## src/rtl/gray_counter.sv

```systemverilog
// Up/down binary counter with a registered Gray-code copy that changes one bit per step.
// Binary in, Gray out: the encoder end of the team's Gray pointer path.
module gray_counter #(
    parameter int WIDTH = 4
) (
    input  logic             clk,
    input  logic             rst,
    input  logic             en,
    input  logic             up_dn,
    input  logic             load,
    input  logic [WIDTH-1:0] load_bin,
    output logic [WIDTH-1:0] bin_out,
    output logic [WIDTH-1:0] gray_out,
    output logic             wrap
);

    localparam logic [WIDTH-1:0] ZERO_C     = {WIDTH{1'b0}};
    localparam logic [WIDTH-1:0] ONE_C      = {{(WIDTH-1){1'b0}}, 1'b1};
    localparam logic [WIDTH-1:0] ALL_ONES_C = {WIDTH{1'b1}};

    function automatic logic [WIDTH-1:0] bin2gray(input logic [WIDTH-1:0] b);
        return b ^ (b >> 1);
    endfunction

    logic [WIDTH-1:0] bin_r;
    logic [WIDTH-1:0] gray_r;
    logic             wrap_r;
    logic [WIDTH-1:0] next_bin_s;
    logic             next_wrap_s;

    // Next binary value and wrap flag: load beats count, count beats hold.
    always_comb begin
        next_bin_s  = bin_r;
        next_wrap_s = 1'b0;
        if (load) begin
            next_bin_s  = load_bin;
            next_wrap_s = 1'b0;
        end else if (en) begin
            if (up_dn) begin
                next_bin_s  = bin_r + ONE_C;
                next_wrap_s = (bin_r == ALL_ONES_C);
            end else begin
                next_bin_s  = bin_r - ONE_C;
                next_wrap_s = (bin_r == ZERO_C);
            end
        end else begin
            next_bin_s  = bin_r;
            next_wrap_s = 1'b0;
        end
    end

    // State registers; Gray is encoded from the next binary so both outputs stay coherent.
    always_ff @(posedge clk) begin
        if (rst) begin
            bin_r  <= ZERO_C;
            gray_r <= ZERO_C;
            wrap_r <= 1'b0;
        end else begin
            bin_r  <= next_bin_s;
            gray_r <= bin2gray(next_bin_s);
            wrap_r <= next_wrap_s;
        end
    end

    assign bin_out  = bin_r;
    assign gray_out = gray_r;
    assign wrap     = wrap_r;

endmodule

```

## config.mk

```make
export PLATFORM = sky130hd
export DESIGN_NAME = gray_counter
export DESIGN_NICKNAME = d
export VERILOG_FILES = /design/src/rtl/gray_counter.sv
export SDC_FILE = /design/constraint.sdc
export NUM_CORES = 1
export LEC_CHECK = 0
export ABC_AREA = 1
export CAP_MARGIN = 20
export CORE_MARGIN = 3
export CORE_UTILIZATION = 37
export CTS_CLUSTER_SIZE = 10
export DETAILED_ROUTE_END_ITERATION = 10
export PLACE_DENSITY = 0.67
export SETUP_SLACK_MARGIN = 0.02
export SYNTH_ARGS = -nofsm -noshare
export SYNTH_HDL_FRONTEND = slang
export SYNTH_SLANG_ARGS = --single-unit
```

## constraint.sdc

```tcl
create_clock -name clk -period 1.3 [get_ports clk]
set_input_delay 0.13 -clock clk [delete_from_list [all_inputs] [get_ports clk]]
set_output_delay 0.13 -clock clk [all_outputs]
set_load 0.005 [all_outputs]
```

==> results.sh <==
export IMPL_status="finished, violations left"
export IMPL_violations="negative setup slack"
export IMPL_grt_use_total=0.146
export IMPL_finalHoldViolCount=0
export IMPL_synth_top_area_share=0.331
export IMPL_rsz0062_at_grt="true"
export IMPL_cp_end_kind="flop"
export IMPL_hpwl_um=937
export IMPL_relSlewSlack=0.801
export IMPL_antenna_cells=0
export IMPL_p_clk_frac=0.278
export IMPL_critPathMaxStageDelay_ns=0.52
export IMPL_multi_input_area_um2=308
export IMPL_portBuffers=17
export IMPL_synth_compound_area_frac=0.160
export IMPL_dieArea_um2=1780
export IMPL_p_int_uw=532
export IMPL_worst_slack_ns=-0.166
export IMPL_regToRegSetupSlack_ns=-0.17
export IMPL_die_x_um=42.2
export IMPL_start_util=0.413
export IMPL_finalSetupViolCount=4
export IMPL_crit_cells=5
export IMPL_dr_max_layer_used="met4"
export IMPL_cp_slowest_cell="fa_2"
export IMPL_synth_area_top_cells="dfxtp_1 33%, nand2_1 9.3%, nor2_1 6.2%, o21ai_2 5.4%, a21oi_1 5.2%"
export IMPL_wl_met2_um=584
export IMPL_place_congestion=0.805
export IMPL_netlist_area_um2=484
export IMPL_drive_above_1_share=0.404
export IMPL_grt_max_degree=8
export IMPL_power_total_uw=758
export IMPL_fin_skew_ns=0.00812
export IMPL_reg2reg_depth=5
export IMPL_antenna_left=0
export IMPL_synth_cells=65
export IMPL_share_comb_of_total_power=0.347
export IMPL_path_cells="fa_2 > nand2_1 > o211ai_1 > o21ai_2 > o22a_1"
export IMPL_hold_path_depth=3
export IMPL_synth_fa_ha_area_frac=0.0930
export IMPL_dr_wl_met3_um=46
export IMPL_dp_cells=104
export IMPL_regArea_um2=170
export IMPL_syn_area_per_cell_um2=7.45
export IMPL_switchingPower_uw=226
export IMPL_numCtsBuffers=3
export IMPL_tns_ns=-0.466
export IMPL_cts_root_buf="clkbuf_4"
export IMPL_die_h_um=42.2
export IMPL_antenna_found_initial=0
export IMPL_placementRows=12
export IMPL_switching_share=0.299
export IMPL_critical_path_peak_fanout=4
export IMPL_h_tree_depth=1
export IMPL_max_freq_mhz=682
export IMPL_fill_cells=121
export IMPL_syn_to_final_growth_pct=63.6
export IMPL_drc_errors=0
export IMPL_seqPwrFrac=0.375
export IMPL_cp_required_ns=1.45
export IMPL_stdcell_count=108
export IMPL_p_per_area_nw_per_um2=957
export IMPL_grt_pass1_vias=496
export IMPL_viasPerCell=4.57
export IMPL_cts_tree="yes"
export IMPL_ir_drop_mv=0.651
export IMPL_overflow=0
export IMPL_core_area_um2=1170
export IMPL_critPathArrivalTime_ns=1.61
export IMPL_min_path_type="primary input to flop"
export IMPL_fin_crit_ns=1.47
export IMPL_cp_start_kind="flop"
export IMPL_ys_seq_area_frac=0.331
export IMPL_critPathKind="flop to flop"
export IMPL_synth_cell_types=22
export IMPL_wl_mm=1.18
export IMPL_worst_pin_slew_ns=0.298
export IMPL_synthSimpleGateAreaFrac=0.297
export IMPL_total_leakage_power_nw=0.364
export IMPL_critPathTopFamily="adder cells"
export IMPL_synth_xor_area_frac=0.0181
export IMPL_final_nets=107
export IMPL_clock_latency_ns=0.25
export IMPL_clock_sinks=8
export IMPL_ys_warn_count=0
export IMPL_synth_top_area_cell="dfxtp_1"
export IMPL_grt_first_pass_wirelength_mm=2.08
export IMPL_wl_met1_um=543
export IMPL_fin_crit_sh=1.13
export IMPL_cts_buffer_depth=2
export IMPL_synth_area_mux_share=0
export IMPL_clk_pin_slew_ns=0.07
export IMPL_maxSlewViolCount=0
export IMPL_cp_num_buf_inv=0
export IMPL_yosys_register_bits=8
export IMPL_vias=494
export IMPL_synth_fp_nets=77
export IMPL_maxCapViolations=0
export IMPL_synth_top_family_by_area="simple AND/OR/NAND/NOR gates"
export IMPL_first_pass_iters=4
export IMPL_first_iter_violations=4
export IMPL_wl_per_cell_um=10.9
export IMPL_io_pin_count=18
==> cells in the mapped netlist <==
library cell and n:
ha_1 2, o211ai_1 1, buf_4 1, nand3_2 1, inv_1 5, dfxtp_1 8, nor2_1 8, o21ai_0 1
o21ai_2 3, buf_6 1, xnor2_1 1, inv_2 3, a21oi_1 5, nand4_1 1, nor2_2 3, nand2_2 2
o22a_1 1, nand3_1 3, nand2_1 12, o21ai_1 1, fa_1 1, or2_1 1
==> power groups by stage <==
stage / Combinational [mW] / Clock, mW / Sequential, mW
3_3_place_gp: 0.246 / 0 / 0.287
6_report: 0.263 / 0.211 / 0.284
5_1_grt: 0.296 / 0.231 / 0.287
3_5_place_dp: 0.250 / 0 / 0.287
4_1_cts: 0.253 / 0.211 / 0.285
2_1_floorplan: 0.118 / 0 / 0.293
==> timing repair <==
action,in CTS,in global routing
hold buffers,0,0
buffers inserted,0,0
gates resized for setup,12,4
pin swaps,5,7
setup endpoints to repair,11,8
==> sequential cells by signal (all words and copies together) (netlist names) <==
name,cells
bin_out,4
wrap,1
gray_out,3
==> area by class of cell <==
class	count	share of cell area
Multi-Input combinational cell	47	0.389
Tap cell	14	0.0221
Sequential cell	8	0.215
Clock buffer	4	0.0332
Inverter	8	0.0379
Timing Repair Buffer	27	0.303
==> routing by layer <==
metal,global-route usage,vias up
met5,0,-
met4,0.0559,0
met3,0.0129,2
met2,0.249,10
met1,0.187,216
li1,-,266
==> per-stage QoR <==
stage,util,worst slack [ns],hold WS [ns],area [um^2]
6_report,0.676,-0.166,0.504,792
5_1_grt,0.676,-0.237,0.505,792
4_1_cts,0.667,-0.162,0.492,781
3_5_place_dp,0.626,-0.555,0.649,733
3_3_place_gp,0.626,-0.524,0.631,733
2_1_floorplan,-,-0.0807,0.194,489
==> cells by family (layout without fill, tap and decap cells) <==
logic type / Yosys count / after routing
buffers and inverters: 10 / 39
AND/OR/NAND/NOR: 31 / 31
XOR/XNOR: 1 / 1
adder cells (fa/ha/maj): 3 / 3
flip-flops: 8 / 8
AO/OA/AOI/OAI: 12 / 12
==> final timing paths <==
kind | endpoint | startpoint
min | bin_out[3]$_SDFF_PP0_ | load_bin[3]
min reg2reg | bin_out[3]$_SDFF_PP0_ | bin_out[3]$_SDFF_PP0_
max | gray_out[0]$_SDFF_PP0_ | bin_out[1]$_SDFF_PP0_
max reg2reg | gray_out[0]$_SDFF_PP0_ | bin_out[1]$_SDFF_PP0_
==> placed cells by master (no fill, tap or decap), drive strengths merged <==
| master | count |
|---|---|
| nand4 | 1 |
| buf | 10 |
| o21ai | 5 |
| or2 | 1 |
| clkdlybuf4s50 | 13 |
| xnor2 | 1 |
| dfxtp | 8 |
| dlygate4sd2 | 4 |
| ha | 2 |
| clkbuf | 4 |
| fa | 1 |
| nand3 | 4 |
| o211ai | 1 |
| a21oi | 5 |
| o22a | 1 |
| inv | 8 |
| nor2 | 11 |
| nand2 | 14 |
==> worst min-delay path: stages <==
cell	delay, ns
clkdlybuf4s50_1	0.40
nand2_1	0.12
a21oi_2	0.07
Power figures use the tool's default switching activity.
